===== src/rtl/dmux16_stream.sv =====
// dmux16_stream: routes 16-bit words from one valid/ready stream to channel
// A or channel B according to in_sel. Each channel is buffered by its own
// DEPTH-entry FIFO, so a stalled consumer never blocks the other channel.
// Optional macro DMUX16_STREAM_COUNT_EN adds per-channel popped-word
// counters (a_count, b_count).
`timescale 1ns/1ps

module dmux16_stream #(
    parameter int DEPTH = 2            // 2, 4 or 8
) (
    input  logic        clk,
    input  logic        reset,
    input  logic [15:0] in_data,
    input  logic        in_sel,
    input  logic        in_valid,
    output logic        in_ready,
    output logic [15:0] a_data,
    output logic        a_valid,
    input  logic        a_ready,
    output logic [15:0] b_data,
    output logic        b_valid,
    input  logic        b_ready
`ifdef DMUX16_STREAM_COUNT_EN
    ,
    output logic [15:0] a_count,
    output logic [15:0] b_count
`endif
);

    localparam int PW = $clog2(DEPTH);

    // Index 0 is channel A, index 1 is channel B.
    logic [1:0]  push;
    logic [1:0]  pop;
    logic [1:0]  full;
    logic [1:0]  nonempty;
    logic [1:0]  out_ready;
    logic [15:0] head [2];

    assign out_ready = {b_ready, a_ready};

    // Acceptance depends only on the selection and registered occupancy; a
    // full channel refuses even when it is popped this cycle.
    assign in_ready = (in_sel ? !full[1] : !full[0]) && !reset;

    for (genvar c = 0; c < 2; c++) begin : g_ch
        logic [15:0]   mem [DEPTH];
        logic [PW-1:0] wr_ptr;
        logic [PW-1:0] rd_ptr;
        logic [PW:0]   count;

        assign full[c]     = (count == (PW+1)'(DEPTH));
        assign nonempty[c] = (count != '0);
        assign push[c]     = in_valid && in_ready && (in_sel == 1'(c));
        assign pop[c]      = nonempty[c] && out_ready[c] && !reset;
        assign head[c]     = nonempty[c] ? mem[rd_ptr] : 16'h0000;

        // Pointers wrap naturally at DEPTH (a power of two); count tracks occupancy.
        always_ff @(posedge clk) begin
            // NOTE: sequential state uses <= so every register samples pre-edge values.
            if (reset) begin
                wr_ptr <= '0;
                rd_ptr <= '0;
                count  <= '0;
            end else begin
                if (push[c]) wr_ptr <= wr_ptr + PW'(1);
                if (pop[c])  rd_ptr <= rd_ptr + PW'(1);
                if (push[c] && !pop[c])      count <= count + (PW+1)'(1);
                else if (pop[c] && !push[c]) count <= count - (PW+1)'(1);
            end
        end

        // Storage write at the tail.
        always_ff @(posedge clk) begin
            // NOTE: storage is deliberately not reset; head output is gated by
            // occupancy, so stale contents are never visible.
            if (push[c]) mem[wr_ptr] <= in_data;
        end
    end

    assign a_data  = head[0];
    assign b_data  = head[1];
    assign a_valid = nonempty[0];
    assign b_valid = nonempty[1];

`ifdef DMUX16_STREAM_COUNT_EN
    // Popped-word counters, visible the cycle after the pop; wrap at 16 bits.
    always_ff @(posedge clk) begin
        if (reset) begin
            a_count <= 16'h0000;
            b_count <= 16'h0000;
        end else begin
            if (pop[0]) a_count <= a_count + 16'h0001;
            if (pop[1]) b_count <= b_count + 16'h0001;
        end
    end
`endif

endmodule


===== config.mk =====
export PLATFORM = sky130hd
export DESIGN_NAME = dmux16_stream
export DESIGN_NICKNAME = d
export VERILOG_FILES = /design/src/rtl/dmux16_stream.sv
export SDC_FILE = /design/constraint.sdc
export NUM_CORES = 1
export LEC_CHECK = 0
export BUFFER_PORTS_ARGS = -buffer_cell sky130_fd_sc_hd__buf_2
export CAP_MARGIN = 40
export CORE_MARGIN = 2
export CORE_UTILIZATION = 35
export DETAILED_ROUTE_END_ITERATION = 16
export SLEW_MARGIN = 15
export SYNTH_ARGS = -nofsm -noshare
export SYNTH_HDL_FRONTEND = slang
export SYNTH_SLANG_ARGS = --single-unit

===== constraint.sdc =====
create_clock -name clk -period 3.3 [get_ports clk]
set_input_delay 0.99 -clock clk [delete_from_list [all_inputs] [get_ports clk]]
set_output_delay 0.99 -clock clk [all_outputs]
set_load 0.02 [all_outputs]

; Word level (Yosys, flattened, before mapping)
; Memories as Yosys holds them, arrays and structs flattened. A register that Yosys moved wholly into a read port is not among the register bits.
; Cells that the tools add are included.
[totals]
register_bits = 8
rom_bits = 0
mem_bits_rw = 64
latchBits = 0
mem_count = 2
input_bits = 22
[mem_list]
columns = memory, words, width, rd, rd_clocked_by_memory_dff, wr, line
row1 = g_ch[0].mem, 2, 16, 1, 1, 1, 47  ; logic [15:0] mem [DEPTH];
row2 = g_ch[1].mem, 2, 16, 1, 1, 1, 47
[classes]
shifts = 0
n_div = 0
mul = 0
n_eq_ne = 2
muxes = 15
order_cmp = 0
n_bitwise = 1
addsub = 8
reduce_logical = 23
[ops]
columns = op, n
row1 = 16-bit 2-to-1 mux, 2
row2 = 1-bit logical AND, 12
row3 = 1-bit 2-to-1 mux, 9
row4 = 2-bit 2-to-1 mux, 4
row5 = 2-bit nonzero test, 4
row6 = 1-bit logical NOT, 7
row7 = "1-bit adder, second input constant", 4
row8 = "2-bit by 1-bit adder with 2-bit output, second input constant", 2
row9 = "2-bit == test, second input constant", 2
row10 = "2-bit by 1-bit subtractor with 2-bit output, second input constant", 2
row11 = 1-bit inverter, 1

; Depth between registers and ports, before layout
[logic_depth]
depth_word = 10
ltp_mapped = 7
ltp_nobuf = 7

; Worst setup path after synthesis
; No wires, ideal clock.
[synth_timing]
path_kind = input port to flip-flop
startpoint = input port in_sel
endpoint = memory g_ch[0].mem[0][0] (enable)
path_buffers = 0
setup_slack_ps = 516
path_stages = 2
t_arrival_ps = 2374
required_ps = 2891
setup_ps = 409
path_cell_list = or2_1 nor3_1
[synth_between]
elab_chain_len = 6
word_cells_on_any_way = 7
[synth_lines]
columns = item, line
row1 = "start, declared", 14  ; input logic in_sel,
row2 = 1-bit 2-to-1 mux, 44  ; assign in_ready = (in_sel ? !full[1] : !full[0]) && !reset;
row3 = 1-bit logical AND, 44
row4 = 1-bit logical AND, 54  ; assign push[c] = in_valid && in_ready && (in_sel == 1'(c));
row5 = 1-bit logical AND *, 54
row6 = 1-bit 2-to-1 mux *, 77  ; if (push[c]) mem[wr_ptr] <= in_data;
row7 = 1-bit 2-to-1 mux (implied by the code) *, 77
row8 = "end, declared", 47
; Every way passes the cells marked *; elsewhere a longest branch is shown, timed or not.

; Worst setup path after layout
[layout_timing]
startpoint = input port in_sel
endpoint = output port in_ready
[layout_between]
elab_chain_len = 2
[layout_lines]
columns = item, line
row1 = 1-bit 2-to-1 mux, 44
row2 = 1-bit logical AND, 44
row3 = "end, declared", 16  ; output logic in_ready,
; No other way between the ends.

==> flow_summary_export.csv <==
group,metric,value,unit
status,status,"completed",
drt,ant_nets,0,
power_and_ir_drop,p_leak,1.336,nW
clock_tree,cts.sinks,74,
drt,first_iter_violations,67,
drt,postRouteWirelength,5488,um
timing,rsz0062_at_grt,"no",
die,fp.dieW,94.89,um
die,io_pins,57,
global_routing,grt_start_max_net_pins,18,
placement,dp.final_hpwl,3704,um
drt,via_count,1714,
global_routing,grt_pass1_vias,1708,
drt,vias_per_cell,4.632,
timing,finalCriticalPeriod,2.691,ns
power_and_ir_drop,combPwrFrac,0.175,
placement,dp_worst_setup_slack,0.6159,ns
timing,fin_ws,0.6092,ns
setup_path,critPathTopFamily,"buffers and inverters",
synth,synth_flop_cell,"edfxtp_1",
cells_and_area,nets,285,
synth,yosys.cell_count.top_type,"edfxtp_1",
die,core,8093,sq um
timing,slew_headroom,0.4815,
cells_and_area,final_util,0.4337,
drt,drc,0,
setup_path,path_class,"input port to output port",
setup_path,worstSetupStartpointType,"input port",
setup_path,reg2reg_slack,1.18,ns
timing,worst_pin_slew,0.7770,ns
placement,portBuffers,56,
global_routing,antenna_found_initial,0,
clock_tree,cts_max_path_buffers,2,
synth,synth.distinct_cells,26,
power_and_ir_drop,p_clk_frac,0.312,
global_routing,gr-usage-all-layers,0.1354,
timing,fin_crit_sh,0.8154,
power_and_ir_drop,swShare,0.2704,
clock_tree,h-tree-depth,3,
power_and_ir_drop,internal_power,0.001521,W
synth,syn_inst,193,
clock_tree,holdBufCountCts,0,
synth,syn-num-nets,217,
die,initial_utilization,0.3573,
worst_hold_path,hp-class,"register to register",
clock_tree,clk_latency,0.33,ns
die,dieHeight,94.89,um
timing,finalSetupViolCount,0,
synth,synth_seq_cells,74,
setup_path,timing.critical_path.mode_cell,"buf_2",
drt,wire_per_inst,14.83,um
synth,ys_async_sr_fraction,0,
power_and_ir_drop,ir_drop,239.1,uV
global_routing,overflow,0,
timing,holdWs,0.5094,ns
clock_tree,cts_tree,"yes",
power_and_ir_drop,p_seq_frac,0.514,
setup_path,path_buf_inv,2,
timing,slew_violations,0,
synth,synth_common_cells,"edfxtp_1 (64), nor2_1 (40), mux2i_1 (32)",
clock_tree,clkTransAtPathRegs,0.07,ns
synth,yosys.area.top_type,"edfxtp_1",
setup_path,cp.arrival,1.70,ns
timing,fmax,371.6,MHz
placement,place.gp.congestion,0.7023,
timing,finClkSkew,0.006743,ns
synth,synth_area_leaders,"edfxtp_1 (66%), mux2i_1 (11%), dfxtp_1 (6.9%), nor2_1 (5.2%), xor2_1 (1.8%)",
drt,drtPass1Iterations,4,
clock_tree,cts_root_buf,"clkbuf_8",
die,num_rows,33,
setup_path,required,2.31,ns
die,die-area,9004,sq um
clock_tree,post_cts_buffers,0,
setup_path,worstPathCellList,"buf_2, or2_1, a21oi_1, buf_2",
setup_path,critPathSlowestCell,"or2_1",
timing,hold_viol,0,
synth,yosysWarnings,0,
setup_path,cp_max_fo,6,
synth,yosysSeqAreaShare,0.7339,
setup_path,max_stage_delay,0.27,ns
power_and_ir_drop,switchingPower,0.0005638,W
power_and_ir_drop,power-per-cell-area,594.0,nW/um^2
clock_tree,cts_buffers,9,
synth,netlist_area,2892,sq um
clock_tree,ctsResizeCount,0,
timing,tns,0,ns
cells_and_area,diodes,0,
cells_and_area,areaGrowthSynthToFinish,21.38,%
setup_path,cp-end-kind,"output port",
global_routing,grt_pass1_wl,8811,um
synth,synth_edf_count,64,
synth,synth_top_area_frac,0.6646,
run,maxCapViolCount,0,
cells_and_area,drive_gt1_frac,0.3170,
synth,syn_area_per_cell,14.98,sq um
[layout by cell type (no fill, tap or decap), types with 2 or more instances in the layout]
master    instances
mux2i_1          32
clkbuf_8          9
ha_1              2
o21ai_0           4
buf_2            56
nor2_2            4
xor2_1            6
nand2b_1          2
nand3_1           2
nor2_1           38
inv_1             6
buf_4             8
or3_1             2
a21oi_1           3
dfxtp_1          10
clkinv_2          4
edfxtp_1         64
[worst paths after layout]
kind | startpoint | to | cells past startpoint
worst max-delay path | in_sel | in_ready | 4
worst min-delay path | g_ch[1].wr_ptr | g_ch[1].wr_ptr | 1
worst max register to register | g_ch[1].count[1] | g_ch[1].count[1] | 6
worst min register to register | g_ch[1].wr_ptr | g_ch[1].wr_ptr | 1
[stage by stage]
stage	std cells	instance area (sq um)	total power, W
floorplan	193	2892	0.001332
global placement	355	3327	0.001459
detailed placement	355	3327	0.001463
CTS	370	3510	0.002115
global route	370	3510	0.002190
finish	370	3510	0.002085
[registers in the layout (all words and copies together) (netlist names), named ones only]
signal and count:
g_ch.wr_ptr 2, g_ch.count 4, g_ch.mem 64, g_ch.rd_ptr 2
[cell families (layout without fill, tap and decap cells)]
kind of cell | after synthesis | in the layout | share of synthesized area
flops | 74 | 74 | 0.7339
simple gates | 55 | 55 | 0.08178
mux | 32 | 32 | 0.1108
buf+inv | 13 | 85 | 0.02380
compound gates | 11 | 11 | 0.02293
xor+xnor | 6 | 6 | 0.01817
fa+ha+maj | 2 | 2 | 0.008653
[power by group through the flow]
stage | Combinational [W] | Sequential, W | Clock (W)
5_1_grt | 0.000401 | 0.00107 | 0.000715
6_report | 0.000364 | 0.00107 | 0.000650
3_3_place_gp | 0.000369 | 0.00109 | 0
3_5_place_dp | 0.000371 | 0.00109 | 0
2_1_floorplan | 0.000245 | 0.00109 | 0
4_1_cts | 0.000373 | 0.00107 | 0.000672
[final cells by class]
class                   instances  area [sq um]
repair buffers                 64         340.3
inverters                       6         22.52
clock inverters                 6         58.81
fillers                       792          4583
flip-flops and latches         74          2122
clock buffers                   9         123.9
well taps                     105         131.4
multi-input cells             106         710.7
[metal layers]
layer	up-vias	part of all wire	track usage
met5	-	0	0
met4	0	0.0084	0.05072
met3	5	0.050	0.03831
met2	48	0.49	0.2163
met1	829	0.45	0.1757
li1	832	-	-
No activity file was read; power rests on OpenSTA's default activity.
